--- config.mk ---
export PLATFORM = sky130hd
export DESIGN_NAME = boot_loader_flat
export DESIGN_NICKNAME = d
export VERILOG_FILES = /design/src/rtl/galetron_pkg.sv /design/src/rtl/boot_loader_if.sv /design/src/rtl/boot_loader.sv /design/src/flat_wrapper.sv
export SDC_FILE = /design/constraint.sdc
export NUM_CORES = 1
export LEC_CHECK = 0
export CAP_MARGIN = 20
export CELL_PAD_IN_SITES_DETAIL_PLACEMENT = 1
export CELL_PAD_IN_SITES_GLOBAL_PLACEMENT = 2
export CORE_UTILIZATION = 30
export DETAILED_ROUTE_END_ITERATION = 12
export PLACE_DENSITY_LB_ADDON = 0.25
export SLEW_MARGIN = 40
export SYNTH_ARGS = -nofsm -noshare
export SYNTH_HDL_FRONTEND = slang
export SYNTH_SLANG_ARGS = --single-unit
export TNS_END_PERCENT = 100
--- constraint.sdc ---
create_clock -name clock -period 4.5 [get_ports clock]
set_clock_uncertainty 0.15 [all_clocks]
set_input_delay 0.675 -clock clock [delete_from_list [all_inputs] [get_ports clock]]
set_output_delay 0.675 -clock clock [all_outputs]
set_load 0.05 [all_outputs]
--- src/rtl/galetron_pkg.sv ---
// Shared definitions for the galetron CPU, BIOS ROM, memories and boot loader.
//   DW     : data word width
//   IM_AW  : instruction memory address width
//   HD_AW  : hard-disk address width
//   boot_state_e : boot sequencer states
package galetron_pkg;

  localparam int unsigned DW    = 32;
  localparam int unsigned IM_AW = 10;
  localparam int unsigned HD_AW = 10;

  typedef enum logic [2:0] {
    ST_BIOS,
    ST_HDR_REQ,
    ST_CHECK,
    ST_DATA_REQ,
    ST_WRITE,
    ST_RUN,
    ST_ERROR
  } boot_state_e;

endpackage

--- src/rtl/boot_loader_if.sv ---
// Boot loader bus bundle: HD read handshake plus IM write port.
//   hd_req  / hd_addr : read request (level) and address, loader -> HD
//   hd_ack  / hd_data : acknowledge and read data, HD -> loader
//   im_we / im_addr / im_data : one-cycle write strobe and payload, loader -> IM
// Modports: master = boot loader side, slave = HD/IM side.
interface boot_loader_if
  import galetron_pkg::*;
();

  logic             hd_req;
  logic [HD_AW-1:0] hd_addr;
  logic             hd_ack;
  logic [DW-1:0]    hd_data;
  logic             im_we;
  logic [IM_AW-1:0] im_addr;
  logic [DW-1:0]    im_data;

  modport master (
    output hd_req,
    output hd_addr,
    input  hd_ack,
    input  hd_data,
    output im_we,
    output im_addr,
    output im_data
  );

  modport slave (
    input  hd_req,
    input  hd_addr,
    output hd_ack,
    output hd_data,
    input  im_we,
    input  im_addr,
    input  im_data
  );

endinterface

--- src/rtl/boot_loader.sv ---
// Boot sequencer between BIOS ROM, hard disk and instruction memory.
// After BIOS completion (boot_start) the CPU is held, a length header L is
// read from HD_BASE, L words are copied from HD_BASE+1.. into IM[0..L-1],
// then fetch switches to IM. A bad header (L==0 or L>IM_DEPTH) parks the
// CPU on hold with a sticky error flag.
// Ports:
//   clock, reset      : rising-edge clock, synchronous active-high reset
//   boot_start        : BIOS-complete pulse, only honoured in BIOS state
//   bus (master)      : HD read handshake and IM write port
//   cpu_hold          : stall CPU pipeline
//   fetch_sel         : 0 = fetch from BIOS, 1 = fetch from IM
//   done              : program loaded and running from IM
//   error             : invalid header, sticky until reset
// All outputs are registers; nothing from an input reaches an output
// combinationally.
module boot_loader
  import galetron_pkg::*;
#(
  parameter int unsigned HD_BASE  = 0,
  parameter int unsigned IM_DEPTH = 1024
) (
  input  logic          clock,
  input  logic          reset,
  input  logic          boot_start,
  boot_loader_if.master bus,
  output logic          cpu_hold,
  output logic          fetch_sel,
  output logic          done,
  output logic          error
);

  // One extra bit so a full-depth image (L == IM_DEPTH) does not wrap k.
  localparam int unsigned KW = IM_AW + 1;

  boot_state_e      state_q;
  logic [KW-1:0]    k_q;
  logic [DW-1:0]    len_q;
  logic             hd_req_q;
  logic [HD_AW-1:0] hd_addr_q;
  logic             im_we_q;
  logic [IM_AW-1:0] im_addr_q;
  logic [DW-1:0]    im_data_q;
  logic             cpu_hold_q;
  logic             fetch_sel_q;
  logic             done_q;
  logic             error_q;

  logic len_bad;
  logic last_word;

  // HD address of image word k; wraps modulo 2^HD_AW by truncation.
  function automatic logic [HD_AW-1:0] img_addr(input logic [KW-1:0] k);
    return HD_AW'(HD_BASE + 32'd1 + 32'(k));
  endfunction

  // Full-width length compare: upper header bits must not be ignored.
  assign len_bad   = (len_q == '0) || (len_q > DW'(IM_DEPTH));
  assign last_word = (DW'(k_q) == (len_q - DW'(1)));

  always_ff @(posedge clock) begin
    if (reset) begin
      state_q     <= ST_BIOS;
      k_q         <= '0;
      len_q       <= '0;
      hd_req_q    <= 1'b0;
      hd_addr_q   <= '0;
      im_we_q     <= 1'b0;
      im_addr_q   <= '0;
      im_data_q   <= '0;
      cpu_hold_q  <= 1'b0;
      fetch_sel_q <= 1'b0;
      done_q      <= 1'b0;
      error_q     <= 1'b0;
    end else begin
      im_we_q <= 1'b0;
      case (state_q)
        ST_BIOS: begin
          if (boot_start) begin
            state_q    <= ST_HDR_REQ;
            hd_req_q   <= 1'b1;
            hd_addr_q  <= HD_AW'(HD_BASE);
            cpu_hold_q <= 1'b1;
          end
        end
        ST_HDR_REQ: begin
          if (bus.hd_ack) begin
            len_q    <= bus.hd_data;
            hd_req_q <= 1'b0;
            state_q  <= ST_CHECK;
          end
        end
        ST_CHECK: begin
          if (len_bad) begin
            state_q <= ST_ERROR;
            error_q <= 1'b1;
          end else begin
            k_q       <= '0;
            hd_req_q  <= 1'b1;
            hd_addr_q <= img_addr('0);
            state_q   <= ST_DATA_REQ;
          end
        end
        ST_DATA_REQ: begin
          // The write strobe and payload are registered here so they appear
          // exactly during the WRITE state.
          if (bus.hd_ack) begin
            hd_req_q  <= 1'b0;
            im_we_q   <= 1'b1;
            im_addr_q <= k_q[IM_AW-1:0];
            im_data_q <= bus.hd_data;
            state_q   <= ST_WRITE;
          end
        end
        ST_WRITE: begin
          if (last_word) begin
            state_q     <= ST_RUN;
            cpu_hold_q  <= 1'b0;
            fetch_sel_q <= 1'b1;
            done_q      <= 1'b1;
          end else begin
            k_q       <= k_q + KW'(1);
            hd_req_q  <= 1'b1;
            hd_addr_q <= img_addr(k_q + KW'(1));
            state_q   <= ST_DATA_REQ;
          end
        end
        ST_RUN:   state_q <= ST_RUN;
        ST_ERROR: state_q <= ST_ERROR;
        default:  state_q <= ST_BIOS;
      endcase
    end
  end

  assign bus.hd_req  = hd_req_q;
  assign bus.hd_addr = hd_addr_q;
  assign bus.im_we   = im_we_q;
  assign bus.im_addr = im_addr_q;
  assign bus.im_data = im_data_q;
  assign cpu_hold    = cpu_hold_q;
  assign fetch_sel   = fetch_sel_q;
  assign done        = done_q;
  assign error       = error_q;

endmodule

--- src/flat_wrapper.sv ---
// flat-port wrapper written by rule: the top's interface ports become plain ports
module boot_loader_flat import galetron_pkg::*;
#(
  parameter int unsigned HD_BASE  = 0,
  parameter int unsigned IM_DEPTH = 1024
)
  (clock, reset, boot_start, cpu_hold, fetch_sel, done, error, bus_hd_req, bus_hd_addr, bus_hd_ack, bus_hd_data, bus_im_we, bus_im_addr, bus_im_data);
  boot_loader_if bus_i ();
  input  logic clock;
  input  logic reset;
  input  logic boot_start;
  output logic cpu_hold;
  output logic fetch_sel;
  output logic done;
  output logic error;
  output wire logic [$bits(bus_i.hd_req)-1:0] bus_hd_req;
  output wire logic [$bits(bus_i.hd_addr)-1:0] bus_hd_addr;
  input wire logic [$bits(bus_i.hd_ack)-1:0] bus_hd_ack;
  input wire logic [$bits(bus_i.hd_data)-1:0] bus_hd_data;
  output wire logic [$bits(bus_i.im_we)-1:0] bus_im_we;
  output wire logic [$bits(bus_i.im_addr)-1:0] bus_im_addr;
  output wire logic [$bits(bus_i.im_data)-1:0] bus_im_data;
  assign bus_hd_req = bus_i.hd_req;
  assign bus_hd_addr = bus_i.hd_addr;
  assign bus_i.hd_ack = bus_hd_ack;
  assign bus_i.hd_data = bus_hd_data;
  assign bus_im_we = bus_i.im_we;
  assign bus_im_addr = bus_i.im_addr;
  assign bus_im_data = bus_i.im_data;
  boot_loader #(.HD_BASE(HD_BASE), .IM_DEPTH(IM_DEPTH)) u_core (.clock(clock), .reset(reset), .boot_start(boot_start), .bus(bus_i), .cpu_hold(cpu_hold), .fetch_sel(fetch_sel), .done(done), .error(error));
endmodule
==> flow_summary.toml <==
[floorplanning]
fp.dieH_um = 131
row_count = 46
floorplan.io_pins = 94
floorplan.die.width_um = 131
area_of_the_die_um2 = 17300
initial_utilization = 0.311
core_area_um2 = 16100

[setup_path]
critical_path.endpoint_type = "register"
required_ns = 4.63
rr_worst_depth = 10
regToRegEndpoint = "u_core.bus.hd_addr[3]$_SDFFE_PP0P_"
cpMaxStageDelayCell = "o31a_1"
cp_launch_type = "register"
worst_path_dominant_cell_family = "compound AO/OA/AOI/OAI gates"
setup.worst_path.class = "reg -> reg"
critical_path.cell_chain = "inv_1 -> ha_1 -> or3b_2 -> o41ai_1 -> o21ai_0 -> a2111oi_0 -> nand4_1 -> o31a_1 -> nand2b_1 -> a21oi_1"
worstReg2RegStart = "u_core.len_q[0]$_SDFFE_PP0P_"
number_of_buffer_and_inverter_stages_on_the_critical_path = 1
critPathArrivalTime_ns = 3.90
largest_fanout_on_the_critical_path = 19
worst_path_largest_cell_delay_ns = 0.61
crit_start = "u_core.len_q[0]$_SDFFE_PP0P_"
timing.critical_path.depth = 10
reg2reg_slack_ns = 0.73

[grt]
pin_count_of_the_biggest_net_entering_global_routing = 93
wire_length_of_the_first_global_routing_pass_um = 24900
gr-total-overflow = 0
grt_antenna_before_repair = 0
globalRouteTotalUtil = 0.178
grt_pass1_vias = 4940

[synthesis]
yosys_warnings = 0
syn-num-nets = 693
post_synth_main_area_contributors = "dfxtp_1 41%, nand2_1 12%, a21oi_1 9.6%, clkbuf_1 2.5%, xnor2_1 2.4%"
synth_top_cell_area_share = 0.411
synth_cells = 653
post_synth_instance_area_um2 = 5020
synth_compound_gate_area_share = 0.188
synth_top_family_by_area = "simple AND/OR/NAND/NOR gates"
synth-edff-count = 0
synth.lib_cells_used.distinct = 66
synth-async-reset-ratio = 0
yosys.area.top_type = "dfxtp_1"
yosys.area_share.xor_xnor = 0.0471
synthesized_area_per_cell_um2 = 7.69
postSynthRegisterBits = 103
simple_gate_area_share_of_the_yosys_netlist = 0.282
synth_sequential_area_ratio = 0.411
synth_commonest_cells = "162 x nand2_1, 103 x dfxtp_1, 96 x a21oi_1"
synth_adder_area_share = 0.00997
synthMuxAreaShare = 0.00848
commonest_register_cell_after_synthesis = "dfxtp_1"
synth.most_common_cell = "nand2_1"

[placement]
io_buffer_count = 93
dpl-instance-area_um2 = 6060
gp_congestion = 0.799
place_hpwl_um = 10600

[sta]
max_freq_mhz = 265
whs_ns = 0.303
final_max_slew_viol_count = 0
total_negative_slack_for_setup_checks_ns = 0
max-slew-margin-rel = 0.521
hold_viol_final = 0
report.final.setup_viol = 0
timing.final.crit_period_ns = 3.77
worst-slew-pin-transition_ns = 0.718
grt_setup_unrepaired = "false"
finalCritPeriodShare = 0.838

[cts]
cts.reportedPaths.clkPinSlew_ns = 0.07
clkLatencyLatePin_ns = 0.35
cts_tree = "done"
cts-htree-levels = 3
ctsResizeCount = 0
clockBufferDepth = 2
cts-buffers-inserted = 9
ctsRootBufferMaster = "clkbuf_16"
cts.sinks = 103
postCtsSetupBuffers = 0
holdBufCountCts = 0

[detailed_routing]
detailedRoute.firstPassIterationCount = 4
drcViolationCount = 0
dr_iter_0_viols = 169
finalWirelength_um = 14800
drt-wirelength-per-cell_um = 15.8
total_length_of_routed_met2_wires_um = 7260
drtAntennaViolNets = 0
vias_per_cell = 5.10
top_signal_layer_used = "met4"
m1WireLength_um = 6900
via_count = 4773
dr_wl_met3_um = 440

[power_and_ir_drop]
power.static_leakage_nw = 2.21
ir_drop_mv = 0.210
power_density_nw_per_um2 = 351

[layout]
design.final.nets = 755
stdcell_area_um2 = 6360
area_growth_pct = 26.8
post_route_cells_drive_above_1_share = 0.0625
antenna_cells_inserted = 0

[min_path]
hold_path.class = "reg -> reg"
min_to = "u_core.bus.im_addr[8]$_SDFFE_PP0P_"
hold_path_depth = 2
startpoint_of_the_most_critical_hold_path = "u_core.bus.im_addr[8]$_SDFFE_PP0P_"

[outcome]
result_of_the_run = "completed"

[flow_run]
timing.max_cap.violations = 0
## worst register-to-register path, stage by stage (launching register included)
cell	delay, ns
dfxtp_1	0.37
inv_1	0.08
ha_1	0.42
or3b_2	0.50
o41ai_1	0.33
o21ai_0	0.14
a2111oi_0	0.39
nand4_1	0.32
o31a_1	0.61
nand2b_1	0.25
a21oi_1	0.14
## cell usage in the layout (no fill, tap or decap), types with 5 or more instances in the layout
cell | Yosys | routed
nand2b_1 | 15 | 15
nor3_1 | 10 | 9
nand2_1 | 162 | 162
nand4_1 | 5 | 5
or4_1 | 5 | 5
clkbuf_16 | 0 | 9
a21oi_1 | 96 | 96
xnor2_1 | 14 | 14
o21ai_0 | 8 | 8
nor2_1 | 31 | 30
dfxtp_1 | 103 | 103
and2_1 | 5 | 5
and3_1 | 8 | 8
xor2_1 | 13 | 13
inv_1 | 14 | 14
nand3_1 | 19 | 18
or2_2 | 6 | 6
nor4_1 | 11 | 11
or3_1 | 6 | 6
clkdlybuf4s50_1 | 0 | 92
## how the worst max path moves through the flow
stage                                         endpoint
floorplan                   u_core.k_q[2]$_SDFFE_PP0P_
global placement            u_core.k_q[0]$_SDFFE_PP0P_
detailed placement  u_core.bus.hd_addr[3]$_SDFFE_PP0P_
CTS                 u_core.bus.hd_addr[3]$_SDFFE_PP0P_
global route        u_core.bus.hd_addr[4]$_SDFFE_PP0P_
finish              u_core.bus.hd_addr[3]$_SDFFE_PP0P_
## kinds of logic (layout without fill, tap and decap cells)
kind of cell / after synthesis / after routing
xor+xnor: 27 / 27
fa+ha+maj: 4 / 4
buf+inv: 62 / 129
mux: 4 / 4
simple gates: 300 / 300
flops: 103 / 103
compound gates: 153 / 153
## area by class of cell
type / count / area, µm²
Inverter: 15 / 56.3
Clock inverter: 5 / 56.3
Timing Repair Buffer: 98 / 967
Sequential cell: 103 / 2060
Tap cell: 216 / 270
Multi-Input combinational cell: 488 / 2710
Clock buffer: 11 / 243
Fill cell: 1947 / 9750
## where the power goes
group | internal (mW) | switching (mW) | leakage [nW]
Clock | 0.447 | 0.353 | 0.146
Combinational | 0.182 | 0.271 | 1.23
Sequential | 0.941 | 0.0405 | 0.833
## per-layer routing
layer  up-vias  global-route usage
met3        15              0.0270
met4         0              0.0633
li1       2374                   -
met5         -                   0
met1      2313               0.222
met2        71               0.310
## registers in the layout, summed over array words and instances, names as in the netlist
register / count
u_core.bus.im_we: 1
u_core.bus.im_data: 32
u_core.bus.hd_req: 1
u_core.bus.hd_addr: 10
u_core.cpu_hold: 1
u_core.state_q: 3
u_core.error: 1
u_core.bus.im_addr: 10
u_core.len_q: 32
u_core.done: 1
u_core.k_q: 11
## per-stage QoR
step | setup slack, ns | cells | total power, mW | utilization
floorplan | 1.33 | 653 | 1.32 | -
global placement | 0.894 | 920 | 1.45 | 0.376
detailed placement | 0.736 | 920 | 1.46 | 0.376
CTS | 0.699 | 936 | 2.27 | 0.395
global route | 0.345 | 936 | 2.35 | 0.395
finish | 0.729 | 936 | 2.23 | 0.395
Note: power is estimated with default switching activity, not from simulation.
